===== src/rtl/motor_pwm_ctrl.sv =====
// Single-channel H-bridge PWM stage: slew-limited signed speed, reversal
// dead interval and a command-silence watchdog.
module motor_pwm_ctrl #(
  parameter int unsigned SYSCLK_FREQ      = 100_000_000,
  parameter int unsigned PWM_FREQ         = 20_000,
  parameter int unsigned CMD_W            = 8,
  parameter int unsigned RAMP_STEP        = 4,
  parameter int unsigned RAMP_PERIODS     = 1,
  parameter int unsigned DEADTIME_PERIODS = 2,
  parameter int unsigned TIMEOUT_CYC      = 50_000_000
) (
  input  logic                    clk_100M,
  input  logic                    sysrstn,
  input  logic                    enable,
  input  logic                    cmd_valid,
  output logic                    cmd_ready,
  input  logic signed [CMD_W-1:0] cmd_speed,
  output logic                    pwm_out,
  output logic                    dir_out,
  output logic signed [CMD_W-1:0] duty_cur,
  output logic                    timeout
);

  localparam int unsigned PERIOD = SYSCLK_FREQ / PWM_FREQ;
  localparam int unsigned CNT_W  = $clog2(PERIOD);
  localparam int unsigned PROD_W = CMD_W + CNT_W + 1;
  localparam int unsigned RP_W   = $clog2(RAMP_PERIODS + 1);
  localparam int unsigned DEAD_W = $clog2(DEADTIME_PERIODS + 1);
  localparam int unsigned WD_W   = $clog2(TIMEOUT_CYC + 1);

  localparam logic signed [CMD_W-1:0] ZERO      = '0;
  localparam logic signed [CMD_W-1:0] CMD_MIN   = {1'b1, {(CMD_W-1){1'b0}}};
  localparam logic signed [CMD_W-1:0] CMD_CLAMP = {1'b1, {(CMD_W-2){1'b0}}, 1'b1};
  localparam logic signed [CMD_W:0]   STEP_S    = (CMD_W+1)'(RAMP_STEP);

  typedef enum logic [1:0] {IDLE, RUN, DEAD} state_t;

  state_t                  state, state_nx;
  logic [CNT_W-1:0]        cnt;
  logic [CNT_W-1:0]        compare;
  logic [RP_W-1:0]         rp_cnt;
  logic [DEAD_W-1:0]       dead_cnt, dead_nx;
  logic [WD_W-1:0]         wd_cnt;
  logic signed [CMD_W-1:0] target;
  logic signed [CMD_W-1:0] duty_nx;
  logic                    dir_nx;
  logic                    boundary_c, ramp_tick_c, accept_c;
  logic signed [CMD_W-1:0] eff_c;
  logic                    same_dir_c, opposite_c;
  logic [CMD_W-1:0]        mag_c;
  logic [PROD_W-1:0]       prod_c;

  // Move cur toward tgt by at most RAMP_STEP without overshoot.
  function automatic logic signed [CMD_W-1:0] step_toward(
    input logic signed [CMD_W-1:0] cur,
    input logic signed [CMD_W-1:0] tgt
  );
    logic signed [CMD_W:0] diff;
    diff = $signed({tgt[CMD_W-1], tgt}) - $signed({cur[CMD_W-1], cur});
    if (diff > STEP_S)       return cur + CMD_W'(RAMP_STEP);
    else if (diff < -STEP_S) return cur - CMD_W'(RAMP_STEP);
    else                     return tgt;
  endfunction

  assign accept_c    = cmd_valid & cmd_ready;
  assign boundary_c  = (cnt == CNT_W'(PERIOD - 1));
  assign ramp_tick_c = boundary_c && (rp_cnt == RP_W'(RAMP_PERIODS - 1));
  assign eff_c       = timeout ? ZERO : target;
  assign same_dir_c  = (eff_c != ZERO) && ((eff_c < ZERO) == dir_out);
  assign opposite_c  = (eff_c != ZERO) && ((eff_c < ZERO) != dir_out);
  assign mag_c       = duty_nx[CMD_W-1] ? CMD_W'(-duty_nx) : CMD_W'(duty_nx);
  assign prod_c      = PROD_W'(mag_c) * PROD_W'(PERIOD);

  // PWM period counter and ramp-period divider.
  always_ff @(posedge clk_100M or negedge sysrstn) begin
    if (!sysrstn) begin
      cnt    <= '0;
      rp_cnt <= '0;
    end else if (boundary_c) begin
      cnt    <= '0;
      rp_cnt <= ramp_tick_c ? '0 : rp_cnt + RP_W'(1);
    end else begin
      cnt    <= cnt + CNT_W'(1);
    end
  end

  // Command acceptance; most-negative code folds to symmetric range.
  always_ff @(posedge clk_100M or negedge sysrstn) begin
    if (!sysrstn) begin
      cmd_ready <= 1'b1;
      target    <= '0;
    end else begin
      cmd_ready <= 1'b1;
      if (accept_c && enable)
        target <= (cmd_speed == CMD_MIN) ? CMD_CLAMP : cmd_speed;
    end
  end

  // Watchdog: saturating silence counter.
  always_ff @(posedge clk_100M or negedge sysrstn) begin
    if (!sysrstn) begin
      wd_cnt  <= '0;
      timeout <= 1'b0;
    end else if (accept_c) begin
      wd_cnt  <= '0;
      timeout <= 1'b0;
    end else if (wd_cnt != WD_W'(TIMEOUT_CYC)) begin
      wd_cnt <= wd_cnt + WD_W'(1);
      if (wd_cnt + WD_W'(1) == WD_W'(TIMEOUT_CYC)) timeout <= 1'b1;
    end
  end

  // Control state register.
  always_ff @(posedge clk_100M or negedge sysrstn) begin
    if (!sysrstn) begin
      state    <= IDLE;
      duty_cur <= '0;
      dir_out  <= 1'b0;
      dead_cnt <= '0;
    end else begin
      state    <= state_nx;
      duty_cur <= duty_nx;
      dir_out  <= dir_nx;
      dead_cnt <= dead_nx;
    end
  end

  // Next-state: ramp at ramp ticks, count dead periods at boundaries.
  always_comb begin
    state_nx = state;
    duty_nx  = duty_cur;
    dir_nx   = dir_out;
    dead_nx  = dead_cnt;
    if (!enable) begin
      state_nx = IDLE;
      duty_nx  = ZERO;
      dead_nx  = '0;
    end else begin
      case (state)
        IDLE: begin
          if (ramp_tick_c && same_dir_c) begin
            state_nx = RUN;
            duty_nx  = step_toward(duty_cur, eff_c);
          end else if (ramp_tick_c && opposite_c) begin
            state_nx = DEAD;
            dead_nx  = '0;
          end
        end
        RUN: begin
          if (ramp_tick_c) begin
            duty_nx = step_toward(duty_cur, same_dir_c ? eff_c : ZERO);
            if (duty_nx == ZERO) begin
              state_nx = opposite_c ? DEAD : IDLE;
              dead_nx  = '0;
            end
          end
        end
        DEAD: begin
          if (boundary_c) begin
            if (dead_cnt == DEAD_W'(DEADTIME_PERIODS - 1)) begin
              dir_nx   = ~dir_out;
              state_nx = IDLE;
              dead_nx  = '0;
            end else begin
              dead_nx = dead_cnt + DEAD_W'(1);
            end
          end
        end
        default: state_nx = IDLE;
      endcase
    end
  end

  // Compare latched at the boundary from the duty entering the next period.
  always_ff @(posedge clk_100M or negedge sysrstn) begin
    if (!sysrstn)        compare <= '0;
    else if (!enable)    compare <= '0;
    else if (boundary_c) compare <= CNT_W'(prod_c >> (CMD_W - 1));
  end

  // Registered PWM output, blanked while disabled or in the dead interval.
  always_ff @(posedge clk_100M or negedge sysrstn) begin
    if (!sysrstn)                     pwm_out <= 1'b0;
    else if (!enable || state == DEAD) pwm_out <= 1'b0;
    else                              pwm_out <= (cnt < compare);
  end

endmodule


===== config.mk =====
export PLATFORM = sky130hd
export DESIGN_NAME = motor_pwm_ctrl
export DESIGN_NICKNAME = d
export VERILOG_FILES = /design/src/rtl/motor_pwm_ctrl.sv
export SDC_FILE = /design/constraint.sdc
export NUM_CORES = 1
export LEC_CHECK = 0
export BUFFER_PORTS_ARGS = -buffer_cell sky130_fd_sc_hd__buf_4
export CAP_MARGIN = 20
export CORE_ASPECT_RATIO = 0.7
export CORE_MARGIN = 2
export CORE_UTILIZATION = 45
export CTS_CLUSTER_DIAMETER = 30
export CTS_CLUSTER_SIZE = 12
export DETAILED_ROUTE_END_ITERATION = 7
export PLACE_DENSITY_LB_ADDON = 0.1
export SLEW_MARGIN = 25
export SYNTH_ARGS = -nofsm -noshare
export SYNTH_HDL_FRONTEND = slang
export SYNTH_SLANG_ARGS = --single-unit

===== constraint.sdc =====
create_clock -name clk_100M -period 9.2 [get_ports clk_100M]
set_input_delay 2.3 -clock clk_100M [delete_from_list [all_inputs] [get_ports clk_100M]]
set_output_delay 2.3 -clock clk_100M [all_outputs]
set_load 0.02 [all_outputs]

# Yosys cells after proc, flatten, opt, wreduce, memory -nomap -nowiden
# Cells that the tools add are included.
# totals
elab_cells,106
output_inout_bits,12
inputBits,12
reg_bits,76
# classes
multipliers,1
bitwise,2
n_mux,42
n_reduce_logical,17
n_eq_ne,18
order_cmp,6
addsub,9
# ops
cell,n
8-bit 2-to-1 mux,14
26-bit 2-to-1 mux,2
13-bit 2-to-1 mux,3
2-bit 2-to-1 mux,15
"26-bit by 1-bit adder with 26-bit output, second input constant",1
"26-bit equality test, second input constant",1
"26-bit inequality test, second input constant",1
"9-bit by 4-bit greater-than comparator with 1-bit output, second input constant",2
"9-bit by 3-bit less-than comparator with 1-bit output, second input constant",2
"3-bit inequality test, second input constant",6
8-bit by 8-bit subtractor with 9-bit output,2
"8-bit by 10-bit multiplier with 17-bit output, second input constant",1
8-bit case mux with 2 select lines,1
"13-bit by 1-bit adder with 13-bit output, second input constant",1
"13-bit equality test, second input constant",1
13-bit less-than comparator,1
2-bit case mux with 3 select lines,2
"8-bit by 3-bit adder with 8-bit output, second input constant",1
"8-bit equality test, second input constant",1
8-bit zero test,1
"8-bit by 1-bit less-than comparator with 1-bit output, second input constant",1
8-bit negation,1
8-bit nonzero test,1
"8-bit by 3-bit subtractor with 8-bit output, second input constant",1
20 further kinds,32

# Logic depth before layout (Yosys ltp)
# Gate-level depths: netlist of run 1.
# logic_depth
word_depth,20
ltp_mapped,42
mapped_depth_nobuf,39

# Worst setup path after synthesis of run 1
# No wires, ideal clock.
# synth_path
path_type,register to register
start,reg timeout
end,reg compare[12]
n_path_buf,2
setup_slack_ns,0.791
arrival_ns,8.322
synth_period_minus_slack_ns,8.409
required_ns,9.113
setup_ns,0.087
stages_incl_launch_ff,40
path_cell_list,dfrtp_1 clkbuf_1 nor2b_1 ha_1 nor2b_1 clkbuf_1 nand2b_1 ha_1 fa_1 nand3b_1 a21oi_1 a311oi_1 or4_4 nor2_8 a21o_4 a21oi_1 o31ai_1 nand2_1 [... 4 more ...] inv_1 ha_1 ha_1 inv_1 fa_1 fa_1 fa_1 nor2b_1 o21ai_0 a21boi_0 o21ai_0 a21boi_0 o21a_1 o21ai_0 a21oi_1 o21ai_0 o311a_1 a211oi_2
# synth_between
elab_chain_len,20
word_cells_on_any_way,29
cone_classes,add/sub (3); mul (1); order compare (5); eq/ne (1); mux (16); reduce/logical (3)
# synth_lines
element,line_no,rtl
from (decl),21,output logic timeout
from (signal assigned),103,timeout <= 1'b0;
from (signal assigned),106,timeout <= 1'b0;
from (signal assigned),109,if (wd_cnt + WD_W'(1) == WD_W'(TIMEOUT_CYC)) timeout <= 1'b1;
8-bit 2-to-1 mux *,68,assign eff_c = timeout ? ZERO : target;
8-bit by 1-bit less-than comparator with 1-bit output,69,assign same_dir_c = (eff_c != ZERO) && ((eff_c < ZERO) == dir_out);
1-bit equality test,69,
1-bit logical AND,69,
8-bit 2-to-1 mux,151,"duty_nx = step_toward(duty_cur, same_dir_c ? eff_c : ZERO);"
8-bit by 8-bit subtractor with 9-bit output,59,"diff = $signed({tgt[CMD_W-1], tgt}) - $signed({cur[CMD_W-1], cur});"
9-bit by 3-bit less-than comparator with 1-bit output,61,else if (diff < -STEP_S) return cur - CMD_W'(RAMP_STEP);
8-bit 2-to-1 mux,61,
[... 5 more ...],n/a,
8-bit case mux with 2 select lines *,139,case (state)
8-bit 2-to-1 mux *,134,if (!enable) begin
named net duty_nx[0],45,logic signed [CMD_W-1:0] duty_nx;
8-bit negation,71,assign mag_c = duty_nx[CMD_W-1] ? CMD_W'(-duty_nx) : CMD_W'(duty_nx);
8-bit 2-to-1 mux *,71,
8-bit by 10-bit multiplier with 17-bit output *,72,assign prod_c = PROD_W'(mag_c) * PROD_W'(PERIOD);
13-bit 2-to-1 mux *,178,else if (boundary_c) compare <= CNT_W'(prod_c >> (CMD_W - 1));
13-bit 2-to-1 mux *,177,else if (!enable) compare <= '0;
to (signal assigned),178,
to (decl),40,logic [CNT_W-1:0] compare;
# Mark *: on every way through the listed nets, which the timed path passes. The rest lies on a longest branch. The select of a mux whose other input is x is not followed.
# A chain may end at the register's enable or synchronous reset.

# Final worst setup path of run 1
# Same ends and word-level chain as after synthesis.

==> flow_metrics.tcl, run 1 <==
set metrics [dict create \
    finalPower_uw 943 \
    r2r_end "compare[12]$_DFFE_PN0P_" \
    cts_sinks 76 \
    placementRows 38 \
    switchingPower_uw 310 \
    fillCellCount 1470 \
    outcome "finished clean" \
    setup_viol 0 \
    grt_util_all_layers_pct 22.2 \
    grt.overflow.total 0 \
    cp.arrival_ps 8960 \
    grt_max_degree 77 \
    antenna_found_initial 0 \
    critical_path_peak_fanout 10 \
    fin_setup_tns_ps 0 \
    place.port_buffers 22 \
    htree_levels 3 \
    layout_min_cycle_time_ps 8710 \
    dr_total_vias 6054 \
    path_class "reg2reg" \
    grt_pass1_vias 5762 \
    syn_nets 930 \
    rsz0062_at_grt "false" \
    viasPerCell 5.75 \
    r2r_cells 35 \
    num-nets-final 948 \
    cts_root_buf "clkbuf_16" \
    slew_violations 0 \
    max-slew-margin-rel_pct 33.1 \
    post-route-period-util_pct 94.7 \
    p_leak_uw 0.00359 \
    dieArea_um2 17100 \
    wl_per_cell_um 17.2 \
    ys_seq_elements 76 \
    ios 24 \
    fin_worst_skew_ps 15.4 \
    synth_ff_type "dfrtp_1" \
    internal_power_uw 633 \
    reg2reg_slack_ps 490 \
    tritoncts "yes" \
    fp.dieH_um 110 \
    dr.first_iter.drc_count 427 \
    hold_viol_final 0 \
    pwr-share-seq_pct 36.7 \
    start_kind "register" \
    synth_warnings 0 \
    synthArstFlopShare_pct 100 \
    regArea_um2 1900 \
    hpwlAfterDp_mm 14.3 \
    fp.dieW_um 156 \
    avgSynthCellArea_um2 8.72 \
    critPathMaxStageDelay_ps 610 \
    drc 0 \
    min_from "dead_cnt[1]$_DFFE_PN0P_" \
    synth-seq-area-share_pct 26.3 \
    clk_pin_slew_ps 60 \
    yosys.cell_types.count 90 \
    p_comb_share_pct 26.5 \
    power_density_nw_per_um2 119 \
    multiInputGateArea_um2 4960 \
    gp_congestion 0.894 \
    ir_worst_vdd_v 0.0000820 \
    synth_edf_count 0 \
    holdPathEnd "dead_cnt[1]$_DFFE_PN0P_" \
    synthCells 830 \
    drive_above_1_share_pct 11.3 \
    first_pass_iters 5 \
    clockPowerShare_pct 36.8 \
    cp-end-kind "register" \
    min_delay_path_depth 1 \
    swShare_pct 32.9 \
    worstMarginPinSlew_ps 998 \
    cap_viol_max_count 0 \
    grt_pass1_wl_mm 30.2 \
    hold_path.class "reg2reg" \
    drtAntennaViolNets 0 \
    routed_wl_mm 18.1 \
    initial_core_util_pct 46.4 \
    clk_path_buf_depth 2 \
    synthToLayoutAreaGrowth_pct 9.78 \
    max_freq_mhz 115 \
    slowest_stage "or4_4" \
    r2r-start "timeout$_DFFE_PN0P_" \
    clock_latency_ps 350 \
    num_antenna_cells 0 \
    netlist_area_um2 7240 \
    holdBufCountCts 0 \
    critPathRequiredTime_ps 9450 \
    core-area_um2 15600 \
    cts_buffers 9 \
]
==> placed cells by master, fill, tap and decap left out, drive strengths merged, types with 4 or more instances in the layout <==
master    n
or2      10
a211oi   10
inv      83
nor4     11
o21ai    35
buf      32
o211ai    5
o22ai     4
dfrtp    76
nand3    30
nor2     79
nand4    20
xor2     25
nor3     21
nand3b    6
a31oi     6
and2     10
mux2i    12
a21o     12
nand2    47
nand2b   21
fa       14
a2111oi   5
mux2      8
and4      4
and3     15
nor2b    22
a21oi    28
a21boi    8
ha       74
a221oi    5
xnor2    38
clkbuf   10
or3       8
==> per-layer routing <==
layer  part of all wire (%)  up-vias  track usage (%)
met5                      0        -                0
met4                   0.88        0             4.65
met3                    6.0       13             3.40
met2                     42      179             33.4
met1                     51     2874             33.6
li1                       -     2988                -
==> sequential cells by signal, summed over array words and instances (netlist names), 2 cells and up <==
| name | cells |
|---|---|
| dead_cnt | 2 |
| wd_cnt | 26 |
| state | 2 |
| target | 8 |
| compare | 13 |
| duty_cur | 8 |
| cnt | 13 |
==> synthesized netlist by cell type, drive strengths merged, types with 6 or more instances <==
master	number	area, um2
a31oi	6	43.8
nand2b	21	131
mux2i	12	120
and2	10	62.6
nor4	11	90.1
nor3	21	121
fa	14	280
ha	74	926
xnor2	38	333
nor2	79	313
and3	15	100
a211oi	10	92.6
a21oi	28	151
dfrtp	76	1900
a21boi	8	60.1
mux2	8	90.1
inv	80	300
xor2	25	219
nand2	47	176
or2	10	62.6
nand3b	6	45.0
o21ai	35	175
or3	8	50.1
clkbuf	20	75.1
nand3	30	150
a21o	12	97.6
nand4	20	125
nor2b	22	138
==> power groups by stage <==
stage                     sequential [uW]  combinational (uW)  clock (uW)
after global routing                  347                 273         373
after global placement                352                 236           0
final                                 346                 250         347
after CTS                             346                 241         356
after detailed placement              352                 240           0
after floorplan                       350                 179           0
==> final cells by class <==
cell class,instances,area share [%]
Clock buffer,10,3.01
Tap cell,200,3.15
Sequential cell,76,23.9
Inverter,80,3.78
Multi-Input combinational cell,649,62.4
Clock inverter,6,0.677
Timing Repair Buffer,32,3.07
==> how the worst max path moves through the flow <==
stage	startpoint	endpoint	slack, ps	cells after the start
finish	timeout$_DFFE_PN0P_	compare[12]$_DFFE_PN0P_	490	35
global route	target[7]$_DFFE_PN0P_	compare[12]$_DFFE_PN0P_	20	37
CTS	target[7]$_DFFE_PN0P_	compare[12]$_DFFE_PN0P_	40	37
detailed placement	target[7]$_DFFE_PN0P_	compare[12]$_DFFE_PN0P_	110	37
global placement	target[7]$_DFFE_PN0P_	compare[12]$_DFFE_PN0P_	430	37
floorplan	timeout$_DFFE_PN0P_	compare[12]$_DFFE_PN0P_	790	39
==> critical path, delay by kind of cell, from the launching register on <==
family,cells,cell delay [ps]
fa+ha+maj,7,2700
simple gates,7,1880
compound gates,15,2840
flops,1,390
xor+xnor,1,230
buf+inv,5,580
==> cells by family (layout without fill, tap and decap cells) <==
logic type / after synthesis / after routing / synth area share, %
fa+ha+maj: 88 / 88 / 16.7
mux: 20 / 20 / 2.90
xor+xnor: 63 / 63 / 7.62
buf+inv: 105 / 128 / 5.69
flops: 76 / 76 / 26.3
other cells: 1 / 1 / 0.0518
simple gates: 318 / 318 / 23.9
compound gates: 159 / 159 / 16.9
==> what timing repair did <==
| item | in CTS | in global routing |
|---|---|---|
| resized for setup | 0 | 9 |
| setup endpoints to repair | 0 | 4 |
| buffers inserted | 0 | 3 |
==> stage by stage <==
| stage | instance area, um2 | hold slack [ps] | instances | util, % | setup slack, ps |
|---|---|---|---|---|---|
| 2_1_floorplan | 7240 | 473 | 830 | - | 791 |
| 6_report | 7950 | 504 | 1053 | 51.0 | 492 |
| 4_1_cts | 7900 | 507 | 1050 | 50.6 | 39.3 |
| 3_3_place_gp | 7600 | 491 | 1034 | 48.7 | 430 |
| 3_5_place_dp | 7600 | 494 | 1034 | 48.7 | 105 |
| 5_1_grt | 7950 | 549 | 1053 | 51.0 | 20.0 |
Note: power is estimated with default switching activity, not from simulation.
==> run 2: changes to the inputs <==
--- a/config.mk
+++ b/config.mk
@@ -13,7 +13,8 @@
 export CTS_CLUSTER_DIAMETER = 30
 export CTS_CLUSTER_SIZE = 12
 export DETAILED_ROUTE_END_ITERATION = 7
-export PLACE_DENSITY_LB_ADDON = 0.1
+export HOLD_SLACK_MARGIN = 0.12
+export RECOVER_POWER = 100
 export SLEW_MARGIN = 25
 export SYNTH_ARGS = -nofsm -noshare
 export SYNTH_HDL_FRONTEND = slang
==> run 2 against run 1 <==
Effect of this change:
- the flow now finishes with violations (capacitance limit, slew limit)
- clock skew fell by 4.7 ps
- flip-flop and latch count is the same
- clock power rose by 9.2%
- largest power group unchanged
==> flow_metrics.tcl, run 2 (synthesized netlist as in run 1, its figures left out) <==
set metrics [dict create \
    outcome "finished, violations left" \
    violations "capacitance limit, slew limit" \
    holdPathEnd "dead_cnt[1]$_DFFE_PN0P_" \
    pwr-share-seq_pct 35.4 \
    cp.arrival_ps 8780 \
    gr-usage-met2_pct 33.6 \
    synthToLayoutAreaGrowth_pct 9.94 \
    dr.first_iter.drc_count 424 \
    clk_pin_slew_ps 70 \
    pre_cts_ws_ps 136 \
    core-area_um2 15600 \
    min_delay_path_depth 1 \
    r2r_cells 37 \
    largest_register_ffs 26 \
    routed_wl_mm 18.4 \
    setup_viol 0 \
    p_comb_share_pct 25.9 \
    first_pass_iters 5 \
    placementRows 38 \
    htree_levels 3 \
    place.port_buffers 22 \
    clk_path_buf_depth 2 \
    slowest_stage "fa_1" \
    dieArea_um2 17100 \
    max-slew-margin-rel_pct -175 \
    min_from "dead_cnt[1]$_DFFE_PN0P_" \
    grt_pass1_wl_mm 30.2 \
    wl_per_cell_um 17.4 \
    reg2reg_slack_ps 630 \
    layout_min_cycle_time_ps 8570 \
    drtAntennaViolNets 0 \
    start_kind "register" \
    final_cells 1055 \
    critPathMaxStageDelay_ps 610 \
    fin_util_pct 51.0 \
    ir_worst_vdd_v 0.0000790 \
    path_class "reg2reg" \
    tritoncts "yes" \
    switchingPower_uw 322 \
    clockPowerShare_pct 38.7 \
    grt_max_degree 77 \
    cap_viol_max_count 1 \
    antenna_found_initial 0 \
    numPlacedInstances 1035 \
    fillCellCount 1477 \
    clock_latency_ps 340 \
    layout_common_cells "inv_1 (80), nor2_1 (78), dfrtp_1 (76)" \
    initial_core_util_pct 46.4 \
    worstMarginPinSlew_ps 4120 \
    fp.dieW_um 156 \
    internal_power_uw 658 \
    r2r_end "compare[12]$_DFFE_PN0P_" \
    hpwlAfterDp_mm 14.4 \
    hold_viol_final 0 \
    grt_use_met1_pct 33.1 \
    max_freq_mhz 117 \
    largestRegisters "wd_cnt x26, cnt x13, compare x13" \
    rsz0062_at_grt "false" \
    busiest_layer "met2" \
    cts_root_buf "clkbuf_16" \
    swShare_pct 32.9 \
    fin_worst_skew_ps 10.7 \
    critPathRequiredTime_ps 9410 \
    slew_violations 77 \
    final_area_um2 7960 \
    fp.dieH_um 110 \
    dr_total_vias 6159 \
    viasPerCell 5.84 \
    power_density_nw_per_um2 123 \
    hold_path.class "reg2reg" \
    drc 0 \
    r2r-start "target[7]$_DFFE_PN0P_" \
    p_leak_uw 0.00356 \
    grt.overflow.total 0 \
    grt_util_all_layers_pct 22.3 \
    grtUsageMet3_pct 4.53 \
    cts_buffers 9 \
    post-route-period-util_pct 93.1 \
    cts_sinks 76 \
    critical_path_peak_fanout 8 \
    grt_pass1_vias 5832 \
    max_flop_register "wd_cnt" \
    num-nets-final 950 \
    setup_slack_ps 631 \
    drive_above_1_share_pct 10.1 \
    num_antenna_cells 0 \
    place_area_um2 7610 \
    cp-end-kind "register" \
    mostFrequentLayoutCell "inv_1" \
    gp_congestion 0.903 \
    holdBufCountCts 0 \
    fin_setup_tns_ps 0 \
    ios 24 \
]
## run 2: power groups by stage
stage | registers [uW] | logic (uW) | clock network (uW)
floorplan | 350 | 179 | 0
global placement | 352 | 239 | 0
detailed placement | 352 | 241 | 0
CTS | 346 | 242 | 388
global route | 348 | 279 | 402
finish | 347 | 254 | 379
## run 2: routing by layer
layer | part of all wire [%] | up-vias
met3 | 5.8 | 18
met2 | 43 | 152
met4 | 1.2 | 0
li1 | - | 2989
met5 | 0 | -
met1 | 50 | 3000
## run 2: per-stage QoR
step | hold WS, ps | power, uW
global route | 529 | 1030
finish | 505 | 980
CTS | 506 | 976
floorplan | 473 | 529
detailed placement | 493 | 593
global placement | 492 | 591
## run 2: critical path, delay by kind of cell, from the launching register on
| kind | cells | cell delay, ps |
|---|---|---|
| buffers and inverters | 5 | 550 |
| flip-flops | 1 | 370 |
| multiplexers | 1 | 220 |
| AND/OR/NAND/NOR | 9 | 1740 |
| AO/OA/AOI/OAI | 13 | 2440 |
| adder cells (fa/ha/maj) | 8 | 2870 |
| XOR/XNOR | 1 | 240 |
## run 2: final cells by class
type	count	area [um2]	area share, %
timing repair buffer	34	206	2.59
tap	200	250	3.14
inverter	80	300	3.77
clock buffer	9	225	2.83
sequential	76	1900	23.9
clock inverter	7	90.1	1.13
multi-input combinational	649	4990	62.6
## run 2: worst max-delay path by stage
stage	from	endpoint	depth (start not counted)
after CTS	target[7]$_DFFE_PN0P_	compare[12]$_DFFE_PN0P_	37
after floorplan	timeout$_DFFE_PN0P_	compare[12]$_DFFE_PN0P_	39
after global placement	target[7]$_DFFE_PN0P_	compare[12]$_DFFE_PN0P_	30
after detailed placement	target[7]$_DFFE_PN0P_	compare[12]$_DFFE_PN0P_	37
final	target[7]$_DFFE_PN0P_	compare[12]$_DFFE_PN0P_	37
after global routing	target[7]$_DFFE_PN0P_	compare[12]$_DFFE_PN0P_	37
## run 2: repair_timing
| action | 4_1_cts | 5_1_grt |
|---|---|---|
| resized for setup | 0 | 18 |
| endpoints found under the setup margin | 0 | 4 |
| buffers inserted | 0 | 4 |
==> run 3: changes to the inputs <==
--- a/config.mk
+++ b/config.mk
@@ -15,7 +15,7 @@
 export DETAILED_ROUTE_END_ITERATION = 7
 export HOLD_SLACK_MARGIN = 0.12
 export RECOVER_POWER = 100
-export SLEW_MARGIN = 25
+export SLEW_MARGIN = 0
 export SYNTH_ARGS = -nofsm -noshare
 export SYNTH_HDL_FRONTEND = slang
 export SYNTH_SLANG_ARGS = --single-unit
==> constraint.sdc (replaced) <==
create_clock -name clk_100M -period 9.2 [get_ports clk_100M]
set_input_delay 0.46 -clock clk_100M [delete_from_list [all_inputs] [get_ports clk_100M]]
set_output_delay 0.46 -clock clk_100M [all_outputs]
set_load 0.02 [all_outputs]
==> run 3 against run 2 <==
Effect of this change:
- the flow still finishes with violations (capacitance limit, slew limit)
- non-clock buffer count unchanged
- final cell count unchanged
- via count about the same
- clock skew about the same
- critical endpoint unchanged
- highest routed layer unchanged
==> flow_metrics.tcl, run 3 (synthesized netlist as in run 1, its figures left out) <==
set metrics [dict create \
    layout_common_cells "inv_1 (80), nor2_1 (78), dfrtp_1 (76)" \
    cap_viol_max_count 1 \
    htree_levels 3 \
    finalPower_uw 981 \
    hold_viol_final 0 \
    ios 24 \
    slew_violations 77 \
    drive_above_1_share_pct 10.1 \
    post-route-period-util_pct 93.4 \
    max_flop_register "wd_cnt" \
    max-slew-margin-rel_pct -177 \
    core-area_um2 15600 \
    internal_power_uw 658 \
    fillCellCount 1479 \
    pwr-share-seq_pct 35.3 \
    power_density_nw_per_um2 123 \
    critPathMaxStageDelay_ps 610 \
    cp.arrival_ps 8810 \
    place.port_buffers 22 \
    path_class "reg2reg" \
    holdBufCountCts 0 \
    layout_min_cycle_time_ps 8590 \
    clock_latency_ps 340 \
    p_comb_share_pct 25.9 \
    cts_buffers 9 \
    hold_path.class "in2reg" \
    clockPowerShare_pct 38.7 \
    grt_pass1_wl_mm 30.2 \
    switchingPower_uw 323 \
    numPlacedInstances 1035 \
    fp.dieH_um 110 \
    num-nets-final 950 \
    start_kind "register" \
    grt_max_degree 77 \
    swShare_pct 32.9 \
    initial_core_util_pct 46.4 \
    fp.dieW_um 156 \
    synthToLayoutAreaGrowth_pct 9.94 \
    grt_util_all_layers_pct 22.3 \
    rsz0062_at_grt "false" \
    num_antenna_cells 0 \
    ir_worst_vdd_v 0.0000794 \
    cts_root_buf "clkbuf_16" \
    wl_per_cell_um 17.5 \
    cts_sinks 76 \
    fin_worst_skew_ps 10.6 \
    drc 0 \
    cp-end-kind "register" \
    fin_setup_tns_ps 0 \
    clk_path_buf_depth 2 \
    outcome "finished, violations left" \
    antenna_found_initial 0 \
    grt.overflow.total 0 \
    final_cells 1055 \
    dr.first_iter.drc_count 484 \
    gp_congestion 0.903 \
    tritoncts "yes" \
    critical_path_peak_fanout 8 \
    max_freq_mhz 116 \
    first_pass_iters 4 \
    reg2reg_slack_ps 610 \
    critPathRequiredTime_ps 9410 \
    slowest_stage "fa_1" \
    largestRegisters "wd_cnt x26, cnt x13, compare x13" \
    mostFrequentLayoutCell "inv_1" \
    drtAntennaViolNets 0 \
    largest_register_ffs 26 \
    clk_pin_slew_ps 70 \
    placementRows 38 \
    hpwlAfterDp_mm 14.4 \
    grt_pass1_vias 5832 \
    routed_wl_mm 18.5 \
    setup_viol 0 \
    worstMarginPinSlew_ps 4150 \
    p_leak_uw 0.00356 \
    violations "capacitance limit, slew limit" \
    dieArea_um2 17100 \
    viasPerCell 5.84 \
    dr_total_vias 6160 \
]
## run 3: through the flow
step | hold WS [ps] | setup slack (ps) | util [%] | cell area (um2)
3_5_place_dp | 493 | 136 | 48.8 | 7610
5_1_grt | 367 | 30.8 | 51.0 | 7960
6_report | 366 | 609 | 51.0 | 7960
2_1_floorplan | 164 | 791 | - | 7240
3_3_place_gp | 492 | 366 | 48.8 | 7610
4_1_cts | 312 | 87.4 | 50.8 | 7930
## run 3: critical path: cells and delay by family (launching register included)
family	cells	cell delay (ps)
adder cells (fa/ha/maj)	8	2870
AO/OA/AOI/OAI	13	2440
XOR/XNOR	1	240
AND/OR/NAND/NOR	9	1750
flip-flops	1	370
buffers and inverters	5	550
multiplexers	1	220
## run 3: metal layers
layer	track usage (%)	up-vias	wire, um	share of wire, %
met1	33.1	2988	9300	50
li1	-	2988	-	-
met4	4.78	0	201	1.1
met5	0	-	0	0
met3	4.53	16	1050	5.7
met2	33.6	168	7930	43
## run 3: cell type report
class                      instances  area [um2]  share of cell area [%]
clock buffer                       9         225                    2.83
tap                              200         250                    3.14
multi-input combinational        649        4990                    62.6
timing repair buffer              34         206                    2.59
inverter                          80         300                    3.77
clock inverter                     7        90.1                    1.13
sequential                        76        1900                    23.9
## run 3: power by group through the flow
stage	clock (uW)	combinational [uW]	sequential (uW)
2_1_floorplan	0	179	350
3_3_place_gp	0	239	352
3_5_place_dp	0	241	352
4_1_cts	388	242	346
5_1_grt	402	279	348
6_report	380	255	347
## run 3: final timing paths
kind	from	endpoint	cells past startpoint
worst max-delay path	target[7]$_DFFE_PN0P_	compare[12]$_DFFE_PN0P_	37
worst min-delay path	cmd_speed[3]	target[3]$_DFFE_PN0P_	2
worst max register to register	target[7]$_DFFE_PN0P_	compare[12]$_DFFE_PN0P_	37
worst min register to register	dead_cnt[1]$_DFFE_PN0P_	dead_cnt[1]$_DFFE_PN0P_	1
max in group asynchronous	sysrstn	target[3]$_DFFE_PN0P_	1
min in group asynchronous	sysrstn	cnt[4]$_DFF_PN0_	1
## run 3: repair_timing
| action | in CTS | in global routing |
|---|---|---|
| buffers inserted | 0 | 4 |
| resized for setup | 0 | 18 |
| hold endpoints to repair | 0 | 0 |
| endpoints found under the setup margin | 0 | 4 |
